--- config.mk ---
export PLATFORM = sky130hd
export DESIGN_NAME = servo_pwm_multi
export DESIGN_NICKNAME = d
export VERILOG_FILES = /design/src/rtl/servo_pwm_multi.sv
export SDC_FILE = /design/constraint.sdc
export NUM_CORES = 1
export LEC_CHECK = 0
export CELL_PAD_IN_SITES_DETAIL_PLACEMENT = 1
export CELL_PAD_IN_SITES_GLOBAL_PLACEMENT = 1
export CORE_MARGIN = 2
export CORE_UTILIZATION = 35
export CTS_CLUSTER_SIZE = 30
export DETAILED_ROUTE_END_ITERATION = 10
export GPL_TIMING_DRIVEN = 0
export PLACE_DENSITY = 0.67
export SYNTH_ARGS = -nofsm -noshare
export SYNTH_HDL_FRONTEND = slang
export SYNTH_SLANG_ARGS = --single-unit
export TNS_END_PERCENT = 30
--- constraint.sdc ---
create_clock -name clk -period 1.8 [get_ports clk]
set_input_delay 0.36 -clock clk [delete_from_list [all_inputs] [get_ports clk]]
set_output_delay 0.36 -clock clk [all_outputs]
set_load 0.005 [all_outputs]
--- src/rtl/servo_pwm_multi.sv ---
`timescale 1ns/1ps
// servo_pwm_multi
//   Multi-channel servo PWM generator. A shared prescaler produces a tick
//   every CLK_DIV clocks; a frame counter divides ticks into frames of
//   FRAME_TICKS. Each channel drives its pin high for act_w ticks at the
//   start of every frame. Commands land in per-channel target registers
//   and are only applied at frame boundaries, optionally slew limited.
//
// Ports
//   clk      system clock
//   rst      synchronous, active-low reset
//   wr_en    command write strobe (one write per cycle)
//   wr_ch    channel index of the write; indices >= NUM_CH are ignored
//   wr_data  command value; pulse width = min(MIN_TICKS + wr_data, MAX_TICKS)
//   ch_en    per-channel enable, sampled at frame boundaries
//   servo_o  registered pulse outputs
//   frame_o  registered one-clock pulse after each frame boundary
//   busy_o   registered, high while active width differs from target
module servo_pwm_multi #(
    parameter int unsigned NUM_CH      = 4,
    parameter int unsigned DW          = 8,
    parameter int unsigned CLK_DIV     = 120,
    parameter int unsigned FRAME_TICKS = 2000,
    parameter int unsigned MIN_TICKS   = 100,
    parameter int unsigned MAX_TICKS   = 355,
    parameter int unsigned SLEW_STEP   = 0,
    localparam int unsigned CW = (NUM_CH > 1) ? $clog2(NUM_CH) : 1
) (
    input  logic              clk,
    input  logic              rst,
    input  logic              wr_en,
    input  logic [CW-1:0]     wr_ch,
    input  logic [DW-1:0]     wr_data,
    input  logic [NUM_CH-1:0] ch_en,
    output logic [NUM_CH-1:0] servo_o,
    output logic              frame_o,
    output logic [NUM_CH-1:0] busy_o
);

    localparam int unsigned PW = (CLK_DIV > 1) ? $clog2(CLK_DIV) : 1;
    localparam int unsigned TW = $clog2(FRAME_TICKS);
    // One bit wider than either operand so MIN_TICKS + wr_data cannot wrap.
    localparam int unsigned SW = ((DW > TW) ? DW : TW) + 1;

    logic [PW-1:0]     presc_q, presc_d;
    logic [TW-1:0]     frame_cnt_q, frame_cnt_d;
    logic [TW-1:0]     tgt_q [NUM_CH];
    logic [TW-1:0]     tgt_d [NUM_CH];
    logic [TW-1:0]     act_q [NUM_CH];
    logic [TW-1:0]     act_d [NUM_CH];
    logic [NUM_CH-1:0] ch_en_act_q, ch_en_act_d;
    logic [NUM_CH-1:0] servo_q, servo_d;
    logic [NUM_CH-1:0] busy_q, busy_d;
    logic              frame_q, frame_d;

    logic              tick;
    logic              boundary;
    logic [SW-1:0]     wr_sum;
    logic [TW-1:0]     wr_width;

    // Next active width: step toward target by at most SLEW_STEP ticks.
    function automatic logic [TW-1:0] slew_toward(input logic [TW-1:0] cur,
                                                  input logic [TW-1:0] tgt);
        logic [TW-1:0] diff;
        diff = (tgt > cur) ? (tgt - cur) : (cur - tgt);
        if (SLEW_STEP == 0 || 32'(diff) <= SLEW_STEP) begin
            return tgt;
        end
        return (tgt > cur) ? (cur + TW'(SLEW_STEP)) : (cur - TW'(SLEW_STEP));
    endfunction

    always_comb begin
        tick     = (presc_q == PW'(CLK_DIV - 1));
        boundary = tick && (frame_cnt_q == TW'(FRAME_TICKS - 1));

        presc_d     = tick ? '0 : presc_q + PW'(1);
        frame_cnt_d = frame_cnt_q;
        if (tick) begin
            frame_cnt_d = boundary ? '0 : frame_cnt_q + TW'(1);
        end

        wr_sum   = SW'(MIN_TICKS) + SW'(wr_data);
        wr_width = (wr_sum > SW'(MAX_TICKS)) ? TW'(MAX_TICKS) : wr_sum[TW-1:0];

        ch_en_act_d = boundary ? ch_en : ch_en_act_q;
        frame_d     = boundary;

        for (int unsigned i = 0; i < NUM_CH; i++) begin
            tgt_d[i] = tgt_q[i];
            act_d[i] = act_q[i];
            // Boundary reads tgt_q, so a same-cycle write lands one frame later.
            if (boundary) begin
                act_d[i] = slew_toward(act_q[i], tgt_q[i]);
            end
            // An out-of-range wr_ch simply matches no channel.
            if (wr_en && wr_ch == CW'(i)) begin
                tgt_d[i] = wr_width;
            end
            servo_d[i] = ch_en_act_q[i] && (frame_cnt_q < act_q[i]);
            busy_d[i]  = (act_q[i] != tgt_q[i]);
        end
    end

    always_ff @(posedge clk) begin
        if (!rst) begin
            presc_q     <= '0;
            frame_cnt_q <= '0;
            ch_en_act_q <= '0;
            servo_q     <= '0;
            busy_q      <= '0;
            frame_q     <= 1'b0;
            for (int unsigned i = 0; i < NUM_CH; i++) begin
                tgt_q[i] <= TW'(MIN_TICKS);
                act_q[i] <= TW'(MIN_TICKS);
            end
        end else begin
            presc_q     <= presc_d;
            frame_cnt_q <= frame_cnt_d;
            ch_en_act_q <= ch_en_act_d;
            servo_q     <= servo_d;
            busy_q      <= busy_d;
            frame_q     <= frame_d;
            for (int unsigned i = 0; i < NUM_CH; i++) begin
                tgt_q[i] <= tgt_d[i];
                act_q[i] <= act_d[i];
            end
        end
    end

    assign servo_o = servo_q;
    assign frame_o = frame_q;
    assign busy_o  = busy_q;

endmodule

### Word-level counts from Yosys, hierarchy flattened

Memories as Yosys holds them, arrays and structs flattened.
Index checks and enable logic that the tools add are counted.

* add/sub/neg operators: 3
* order comparisons: 5
* equal/unequal tests: 9
* multiplexer cells: 25
* bitwise logic cells: 9
* reduce and logical (&&, ||, !) cells: 11

Operator list (number)
* 11-bit two-way mux: 21
* 11-bit < comparator: 4
* 11-bit != test: 4
* 11-bit by 1-bit adder with 11-bit output, second input constant: 1
* 11-bit equality test, second input constant: 1
* 7-bit by 8-bit adder with 9-bit output, first input constant: 1
* 9-bit > comparator, second input constant: 1
* 1-bit logical AND: 9
* 9-bit two-way mux: 1
* 1-bit bitwise OR: 8
* 7-bit by 1-bit adder with 7-bit output, second input constant: 1
* 7-bit equality test, second input constant: 1
* 2-bit equality test, second input constant: 2
* 1-bit two-way mux: 3
* 2-bit by 1-bit equality test with 1-bit output, second input constant: 1
* 2-bit logical NOT: 1
* 2-bit OR reduction: 1
* 1-bit NOT: 1

* bits in registers: 31
* RAM bits: 88
* input bits: 17
* output and inout port bits: 9
* word-level logic and storage cells: 70
* memories kept: 2

Memory list
* act_q: depth 4, bits a word 11, read ports 4, clocked after Yosys merged registers in 0, wr ports 4, RTL line 49 `logic [TW-1:0] act_q [NUM_CH];`
* tgt_q: depth 4, bits a word 11, read ports 4, clocked after Yosys merged registers in 0, wr ports 4, RTL line 47 `logic [TW-1:0] tgt_q [NUM_CH];`

### Depth between registers and ports, before layout

Gate-level depths: netlist (run 1).

* word-level depth: 6
* gate-level depth with buffers: 8
* gate-level depth less buffers: 6

### Worst setup path after synthesis (run 1)

OpenSTA, ideal clock, no wires.

* path type: reg-to-reg
* start: reg frame_cnt_q[1]
* end: reg frame_cnt_q[3]
* setup time: 117 ps
* arrival time: 1769 ps
* data required time: 1683 ps
* slack: -86 ps
* stages on the path, launching flop included: 8
* path buffers: 2
* clock period less this slack: 1886 ps
* path through: dfxtp_1 -> ha_1 -> nand2_2 -> or4b_4 -> buf_6 -> buf_8 -> o21ai_4 -> nor2_1

* longest elaborated chain between the ends: 3
* elaborated cells between the ends (all ways): 4
* classes of those cells: add/sub: 1; eq/ne: 1; mux: 1; reduce/logical: 1

Ends and longest elaborated chain
* from (decl): RTL line 46 `logic [TW-1:0] frame_cnt_q, frame_cnt_d;`
* from (signal assigned): RTL line 118 `frame_cnt_q <= frame_cnt_d;`
* branches (longest 2 deep; another with 11-bit by 1-bit adder with 11-bit output)
* 11-bit two-way mux *: RTL line 79 `frame_cnt_d = boundary ? '0 : frame_cnt_q + TW'(1);`

Mark *: on every way between the ends.
A chain may end at the register's enable or synchronous reset.

### Final worst setup path (run 1)

Same ends and word-level chain as after synthesis.

==> results of run 1 <==
==> worst max-delay path: cells and delay by family, from the launching register on <==
family          cells  cell delay (ns)
flops               1             0.37
simple gates        3             0.77
fa+ha+maj           1             0.16
buf+inv             1             0.20
compound gates      1             0.18
==> power by group through the flow <==
stage                     clock, mW  sequential [mW]  combinational, mW
after floorplan                   0             2.42              0.190
after global placement            0             2.44              0.333
after detailed placement          0             2.44              0.344
after CTS                      2.03             2.39              0.354
after global routing           2.12             2.39              0.388
final                          2.00             2.39              0.352
==> stage by stage <==
stage	setup slack, ns	cell area, um^2	total power [mW]	setup TNS [ns]
5_1_grt	-0.0909	6270	4.90	-1.19
4_1_cts	-0.0292	6220	4.77	-0.171
2_1_floorplan	0.0229	5330	2.61	0
3_3_place_gp	-1.00	5810	2.77	-60.55
6_report	0.00795	6270	4.74	0
3_5_place_dp	-1.11	5810	2.79	-67.34
==> flip-flops by register name (all words and copies together), names as in the netlist <==
register	cells
act_q	36
busy_o	4
ch_en_act_q	4
frame_cnt_q	11
frame_o	1
presc_q	7
servo_o	4
tgt_q	36
==> layout by cell type (no fill, tap or decap), types with 15 or more instances in the layout <==
| cell type | instances |
|---|---|
| nor2_1 | 19 |
| ha_1 | 32 |
| a21oi_1 | 51 |
| inv_1 | 34 |
| o21ai_1 | 33 |
| nand2_1 | 43 |
| dfxtp_1 | 93 |
| nand4_1 | 15 |
| o21ai_0 | 19 |
| xnor2_1 | 30 |
| nand3_1 | 67 |
| xor2_1 | 16 |
| clkdlybuf4s50_1 | 22 |
==> layer usage <==
| metal | vias to the layer above | share of wire [%] |
|---|---|---|
| li1 | 2325 | - |
| met1 | 2367 | 45 |
| met2 | 87 | 50 |
| met3 | 21 | 3.1 |
| met4 | 0 | 1.8 |
| met5 | - | 0 |
==> synth_stat cells (2+ instances only) <==
master / number / area share, %
mux2i_1: 4 / 0.75
a21oi_1: 53 / 5.0
buf_4: 3 / 0.42
mux2_2: 2 / 0.42
buf_1: 2 / 0.14
nand4_1: 15 / 1.8
a41oi_1: 2 / 0.33
nor3_1: 5 / 0.47
nand2b_1: 7 / 0.82
o22ai_1: 6 / 0.70
xor2_1: 16 / 2.6
o31ai_1: 4 / 0.56
nor4_1: 4 / 0.47
nand4b_1: 6 / 0.99
dfxtp_1: 103 / 39
o21ai_1: 38 / 3.6
a31oi_1: 13 / 1.5
a21o_1: 5 / 0.70
and3_1: 10 / 1.2
and2_1: 2 / 0.23
buf_2: 9 / 0.85
buf_6: 4 / 0.85
a211oi_1: 4 / 0.56
o21ai_0: 19 / 1.8
nand3b_1: 2 / 0.28
ha_1: 35 / 8.2
nand2_1: 43 / 3.0
o211ai_1: 8 / 1.1
xnor2_1: 30 / 4.9
nand3_1: 67 / 6.3
nor2_1: 19 / 1.3
inv_1: 34 / 2.4
and4_1: 3 / 0.49
clkbuf_1: 20 / 1.4
==> logic make-up after synthesis <==
group,Yosys count,share of synthesized area [%]
and+or+nand+nor,199,20.6
AOI/OAI and AO/OA,160,17.3
DFF,103,38.7
buffers and inverters,74,6.43
xor gates and xnor gates,46,7.56
adders and majority gates,35,8.22
muxes,6,1.17
==> cell type report <==
class                           instances  area [um^2]
Fill cell                            1763         8760
Multi-Input combinational cell        446         3000
Tap cell                              188          235
Timing Repair Buffer                   30          279
Clock buffer                           11          253
Clock inverter                          5         46.3
Buffer                                 39          245
Inverter                               34          128
Sequential cell                       103         2080
==> repair_timing <==
| action | CTS | global route |
|---|---|---|
| buffers inserted | 5 | 1 |
| cloned | 0 | 0 |
| endpoints found under the setup margin | 90 | 58 |
| gates resized for setup | 29 | 25 |
| pin swaps | 3 | 1 |
==> path summary, 6_finish.rpt <==
path,start,to,slack [ns],cells past startpoint
worst max-delay path,frame_cnt_q[1]$_SDFFE_PN0P_,frame_cnt_q[3]$_SDFFE_PN0P_,0.008,6
worst min register to register,presc_q[0]$_SDFF_PP0_,presc_q[0]$_SDFF_PP0_,0.45,1
worst min-delay path,presc_q[0]$_SDFF_PP0_,presc_q[0]$_SDFF_PP0_,0.45,1
worst max register to register,frame_cnt_q[1]$_SDFFE_PN0P_,frame_cnt_q[3]$_SDFFE_PN0P_,0.008,6
==> flow_metrics.tcl, run 1 <==
set metrics [dict create \
    insertion_delay_ns 0.37 \
    clock_power_share_pct 42.2 \
    initial_utilization_pct 35.4 \
    cts_max_level 3 \
    synth.distinct_cells 60 \
    routedWlPerCell_um 19.9 \
    grt_usage_pct 21.7 \
    p_switching_mw 1.22 \
    layout.nets 715 \
    drt-total-wl_um 17000 \
    die_h_um 127 \
    vdd_drop_max_v 0.000428 \
    grt_busiest_layer "met2" \
    start_kind "flop" \
    fin_worst_skew_ns 0.0123 \
    num_rows 45 \
    hold_path_class "reg -> reg" \
    grt_overflow 0 \
    hold_violations 0 \
    synth-warning-count 0 \
    cts_buffers 9 \
    first_global_vias 4868 \
    status "complete, no violations" \
    use_met2_pct 37.8 \
    synth_edf_count 0 \
    setup_viol 0 \
    core_mm2 0.0150 \
    cts_root_buf "clkbuf_16" \
    syn_inst 623 \
    avgSynthCellArea_um2 8.55 \
    hold_buffers 0 \
    dpl.cell_count 835 \
    clkTransAtPathRegs_ns 0.07 \
    synth-seq-cells 103 \
    dieWidth_um 127 \
    clock_sinks 103 \
    dieArea_mm2 0.0162 \
    drt_first_pass_iters 4 \
    clock.fmax_mhz 558 \
    viasPerCell 5.61 \
    max_slew_margin_pct 55.0 \
    hold_ws_ns 0.447 \
    maxSlewViolCount 0 \
    grt_use_met1_pct 27.9 \
    antenna_found_initial 0 \
    tightest_slew_ns 0.666 \
    instances_no_fill 856 \
    synth_flop_cell "dfxtp_1" \
    p_leak_nw 2.37 \
    ys_async_sr_fraction_pct 0 \
    critPathKind "reg -> reg" \
    drc 0 \
    powerDensity_mw_per_mm2 757 \
    worstPathCellList "ha_4 -> nand2_2 -> or4b_4 -> buf_8 -> o21ai_4 -> nor2_1" \
    worstPathRequired_ns 2.04 \
    slowest_delay_ns 0.59 \
    diodes 0 \
    syn_area_mm2 0.00533 \
    antenna_left 0 \
    io-pin-count 26 \
    drive_gt1_share_pct 12.7 \
    final_core_util_pct 41.7 \
    swShare_pct 25.7 \
    period_share_pct 99.6 \
    cts_tree "done" \
    hpwl_um 12600 \
    clock_path_buffers 2 \
    syn_to_final_growth_pct 17.7 \
    critical_path.endpoint_type "flop" \
    rsz0062_at_grt "true" \
    intPower_mw 3.53 \
    syn_nets 675 \
    maxCapViolCount 0 \
    portBuffers 24 \
    arrival_ns 2.03 \
    min_period_ns 1.79 \
    grt_max_degree 19 \
    cp_max_fo 10 \
    cp_slowest_cell "or4b_4" \
    routabilityCongestion 0.815 \
    grt_pass1_wl_um 27000 \
    power_frac_comb_pct 7.4 \
    p_seq_share_pct 50.4 \
    via_count 4800 \
    drtIter0Drc 250 \
    met3_usage_pct 2.64 \
    synth_seq_area_share_pct 38.7 \
]
Note: power is estimated with default switching activity, not from simulation.
==> inputs of run 2 (changes only) <==
- CTS_CLUSTER_SIZE: 30 -> unset
- GPL_TIMING_DRIVEN: 0 -> unset
==> run 2 against run 1 <==
The run now ends with negative setup slack left; critical path depth did not move; design area up 5.5%; sequential power about the same; count of clock-buffer cells in the layout unchanged; global-route usage shrank 1.2 points; register-to-register slack worse by 0.02 ns; first-iteration DRC count is 9.6% higher; clock skew down 0.0034 ns; fmax decreased by 1.3%; critical endpoint is now act_q[0][23]$_SDFFE_PN0P_; highest routed layer unchanged.
==> flow_metrics.tcl, run 2 (same netlist as run 1, synthesis figures left out) <==
set metrics [dict create \
    drc 0 \
    syn_to_final_growth_pct 24.1 \
    hold_buffers 0 \
    clock.fmax_mhz 551 \
    fin_worst_skew_ns 0.00893 \
    io-pin-count 26 \
    dpl.cell_count 846 \
    routed-wl-met2_um 8090 \
    routedWlPerCell_um 19.2 \
    routabilityCongestion 0.891 \
    num_rows 45 \
    violations "negative setup slack" \
    grt_pass1_wl_um 26300 \
    grt_overflow 0 \
    final_common_cell "dfxtp_1" \
    hold_path_class "in -> reg" \
    portBuffers 25 \
    antenna_left 0 \
    dieWidth_um 127 \
    grt_max_degree 51 \
    rsz0062_at_grt "true" \
    maxCapViolCount 0 \
    clock_sinks 103 \
    arrival_ns 2.06 \
    instances_no_fill 866 \
    critical_path.endpoint_type "flop" \
    p_leak_nw 2.53 \
    status "complete, but fails checks" \
    cts_tree "done" \
    insertion_delay_ns 0.36 \
    viasPerCell 5.56 \
    cts_buffers 9 \
    setup_viol 5 \
    hpwl_um 11800 \
    clkTransAtPathRegs_ns 0.07 \
    drtIter0Drc 274 \
    p_total_mw 4.68 \
    cts_max_level 3 \
    drive_gt1_share_pct 18.9 \
    setup_ws_ns -0.0164 \
    worstPathRequired_ns 2.05 \
    met1Wirelength_um 7620 \
    maxSlewViolCount 0 \
    hold_violations 0 \
    rrSetupSlack_ns -0.02 \
    start_kind "flop" \
    core_mm2 0.0150 \
    period_share_pct 101 \
    layout.nets 725 \
    diodes 0 \
    powerDensity_mw_per_mm2 708 \
    drt_first_pass_iters 4 \
    layout_common_cells "dfxtp_1, nand3_1, a21oi_1, nand2_1, buf_4" \
    largest_registers "act_q (36), tgt_q (36), frame_cnt_q (11)" \
    cts_root_buf "clkbuf_16" \
    grt_usage_pct 20.6 \
    antenna_found_initial 0 \
    critPathKind "reg -> reg" \
    clock_path_buffers 2 \
    highest_layer "met4" \
    via_count 4816 \
    dr_wl_met3_um 484 \
    drt-total-wl_um 16600 \
    tightest_slew_ns 0.453 \
    min_period_ns 1.82 \
    dieArea_mm2 0.0162 \
    initial_utilization_pct 35.4 \
    max_slew_margin_pct 69.7 \
    first_global_vias 4878 \
    die_h_um 127 \
    cp_max_fo 8 \
    vdd_drop_max_v 0.000503 \
]
run 2: cell types whose count changed in the layout (fill, tap and decap cells not counted), moves of 5 or more:
| cell | before | now |
|---|---|---|
| buf_2 | 9 | 1 |
| buf_12 | 0 | 8 |
| o21ai_2 | 5 | 28 |
| dfxtp_1 | 93 | 99 |
| o21ai_1 | 33 | 9 |
| clkbuf_1 | 12 | 1 |
| buf_4 | 10 | 42 |
| buf_6 | 6 | 1 |
| clkbuf_2 | 5 | 0 |
run 2: stage by stage:
stage / util (%) / instance area, um^2 / setup TNS, ns / setup WS (ns) / hold slack (ns)
floorplan: - / 5330 / 0 / 0.0229 / 0.413
global placement: 40.4 / 6070 / -5.42 / -0.340 / 0.426
detailed placement: 40.4 / 6070 / -7.10 / -0.418 / 0.459
CTS: 42.3 / 6360 / 0 / 0.00159 / 0.310
global route: 44.0 / 6620 / -1.52 / -0.0833 / 0.321
finish: 44.0 / 6620 / -0.0477 / -0.0164 / 0.301
run 2: cell type report:
class	count	area, um^2
clock buffer	11	243
clock inverter	5	38.8
fill	1712	8420
inverter	34	128
multi-input combinational	446	3100
sequential	103	2070
tap	188	235
timing repair buffer	79	807
run 2: layer usage:
layer / track usage [%] / vias up
met4: 8.08 / 0
met3: 2.30 / 28
met5: 0 / -
met1: 27.0 / 2364
met2: 34.6 / 87
li1: - / 2337
run 2: final timing paths:
kind | from | end | cells past startpoint
worst max-delay path | frame_cnt_q[0]$_SDFFE_PN0P_ | act_q[0][23]$_SDFFE_PN0P_ | 6
worst min-delay path | rst | act_q[0][39]$_SDFFE_PN1P_ | 2
worst max register to register | frame_cnt_q[0]$_SDFFE_PN0P_ | act_q[0][23]$_SDFFE_PN0P_ | 6
worst min register to register | presc_q[0]$_SDFF_PP0_ | presc_q[0]$_SDFF_PP0_ | 1
run 2: power breakdown:
group / internal (mW) / switching [mW]
registers: 2.33 / 0.0547
clock network: 0.991 / 0.921
logic: 0.182 / 0.199
total: 3.51 / 1.17
run 2: worst max-delay path: stages, from the launching register on:
cell and delay, ns:
dfxtp_2 0.37, ha_4 0.15, nand2_2 0.06, or4b_4 0.68
clkbuf_16 0.23, o21ai_2 0.16, a21oi_2 0.07
run 2: timing repair:
item,CTS,global route
setup buffers,0,1
resized for setup,2,47
endpoints found under the setup margin,8,52
pin swaps,0,16
cloned,0,3
==> inputs of run 3 (changes only) <==
- DONT_BUFFER_PORTS: unset -> 1
- HOLD_SLACK_MARGIN: unset -> 0.15
- PLACE_DENSITY: 0.67 -> 0.64
==> run 3 against run 2 <==
The flow now finishes without violations; combinational power shrank 27%; design area shrank 8.9%; worst setup slack improved by 0.080 ns; clock power grew 12%; worst hold slack got worse by 0.14 ns; non-clock buffer count shrank 41; die area unchanged; fmax up 4.6%; global-route usage up 0.68 points; critical path type unchanged; largest power group unchanged; highest routed layer unchanged.
==> flow_metrics.tcl, run 3 (same netlist as run 1, synthesis figures left out) <==
set metrics [dict create \
    status "complete, no violations" \
    powerDensity_mw_per_mm2 797 \
    clkTransAtPathRegs_ns 0.07 \
    crit_end "act_q[0][6]$_SDFFE_PN1P_" \
    drtIter0Drc 260 \
    final_common_cell "dfxtp_1" \
    cp_num_buf_inv 1 \
    rsz0062_at_grt "true" \
    reg2reg_to "act_q[0][6]$_SDFFE_PN1P_" \
    dieWidth_um 127 \
    diodes 0 \
    rr_worst_depth 6 \
    layout.nets 684 \
    instances_no_fill 825 \
    arrival_ns 1.98 \
    multi_input_area_mm2 0.00293 \
    largest_registers "act_q (36), tgt_q (36), frame_cnt_q (11)" \
    setup.worst_path.start "frame_cnt_q[0]$_SDFFE_PN0P_" \
    cts_tree "done" \
    start_kind "flop" \
    p_total_mw 4.80 \
    cts_max_level 3 \
    r2r_start "frame_cnt_q[0]$_SDFFE_PN0P_" \
    worstPathRequired_ns 2.04 \
    vdd_drop_max_v 0.000448 \
    insertion_delay_ns 0.36 \
    hold_path_class "in -> reg" \
    portBuffers 0 \
    slowest_delay_ns 0.56 \
    worstPathCellList "ha_2 -> nand2_2 -> or4b_4 -> buf_8 -> o21ai_1 -> nand3_1" \
    drt-total-wl_um 16400 \
    clock.fmax_mhz 576 \
    setup_viol 0 \
    ff_latch_area_mm2 0.00206 \
    num_rows 45 \
    hp-start "rst" \
    drive_gt1_share_pct 10.5 \
    layout_common_cells "dfxtp_1, nand3_1, a21oi_1, nand2_1, o21ai_1" \
    syn_to_final_growth_pct 13.0 \
    grt_max_degree 29 \
    hpwl_um 12000 \
    dp_slack_ns 0.00186 \
    dpl.cell_count 804 \
    via_count 4638 \
    period_share_pct 96.5 \
    crit_family "simple AND/OR/NAND/NOR gates" \
    cp.depth 6 \
    grt_usage_pct 21.2 \
    dieArea_mm2 0.0162 \
    clock_sinks 103 \
    min_period_ns 1.74 \
    drc 0 \
    first_global_vias 4840 \
    setup_ws_ns 0.0633 \
    maxCapViolCount 0 \
    viasPerCell 5.62 \
    rrSetupSlack_ns 0.06 \
    stdcell_area_mm2 0.00602 \
    die_h_um 127 \
    cp_slowest_cell "or4b_4" \
    fill_cells 1753 \
    antenna_left 0 \
    hold_violations 0 \
    detailed_place.area_mm2 0.00563 \
    drt_first_pass_iters 4 \
    io-pin-count 26 \
    finalSetupTns_ns 0 \
    cts_setup_buffers 0 \
    core_mm2 0.0150 \
    clock_path_buffers 2 \
    maxSlewViolCount 0 \
    initial_utilization_pct 35.4 \
    fin_worst_skew_ns 0.00878 \
    max_slew_margin_pct 62.3 \
    critPathKind "reg -> reg" \
    hold_ws_ns 0.158 \
    grt_overflow 0 \
    antenna_found_initial 0 \
    routedWlPerCell_um 19.9 \
    cts_buffers 9 \
    tightest_slew_ns 0.560 \
    cp_max_fo 22 \
    grt_pass1_wl_um 26700 \
    p_leak_nw 2.29 \
    hold_depth 2 \
    routabilityCongestion 0.818 \
    critical_path.endpoint_type "flop" \
    final_core_util_pct 40.1 \
    cts_root_buf "clkbuf_16" \
]
==> run 3: cell count changes in the layout (fill, tap and decap cells not counted), sizes merged <==
cell | previous run | this run
clkdlybuf4s50 | 24 | 0
bufinv | 0 | 1
buf | 52 | 34
clkbuf | 14 | 12
inv | 37 | 36
dlygate4sd3 | 0 | 4
clkinvlp | 1 | 0
==> run 3: worst min-delay path by stage <==
stage,end,slack [ns]
3_5_place_dp,act_q[0][17]$_SDFFE_PN1P_,0.45
2_1_floorplan,presc_q[0]$_SDFF_PP0_,0.41
3_3_place_gp,presc_q[0]$_SDFF_PP0_,0.43
6_report,frame_cnt_q[10]$_SDFFE_PN0P_,0.16
4_1_cts,tgt_q[0][18]$_SDFFE_PN0P_,0.15
5_1_grt,ch_en_act_q[1]$_SDFFE_PN0P_,0.16
==> run 3: cell type report <==
| type | count | share of cell area, % |
|---|---|---|
| clock buffers | 12 | 4.42 |
| clock inverters | 4 | 0.976 |
| inverters | 34 | 2.12 |
| multi-input cells | 446 | 48.7 |
| flip-flops and latches | 103 | 34.3 |
| well taps | 188 | 3.91 |
| repair buffers | 38 | 5.65 |
==> run 3: layer usage <==
layer	part of all wire, %	vias up	global-route usage, %
met3	3.0	17	4.73
met1	46	2300	27.2
li1	-	2248	-
met4	2.0	0	5.82
met2	48	73	36.0
met5	0	-	0
==> run 3: what timing repair did <==
action / 4_1_cts / 5_1_grt
hold buffers: 5 / 0
endpoints found under the hold margin: 33 / 0
setup endpoints to repair: 1 / 35
resized for setup: 1 / 4
pin swaps: 0 / 0
==> run 3: report_power, final <==
| part | total [mW] | internal (mW) | switching, mW |
|---|---|---|---|
| sequential | 2.39 | 2.33 | 0.0589 |
| combinational | 0.278 | 0.114 | 0.164 |
| clock | 2.13 | 1.21 | 0.920 |
==> run 3: worst reg2reg max path, stage by stage, from the launching register on <==
cell and delay (ns):
dfxtp_1 0.33, ha_2 0.19, nand2_2 0.06, or4b_4 0.56, buf_8 0.20, o21ai_1 0.19
nand3_1 0.10
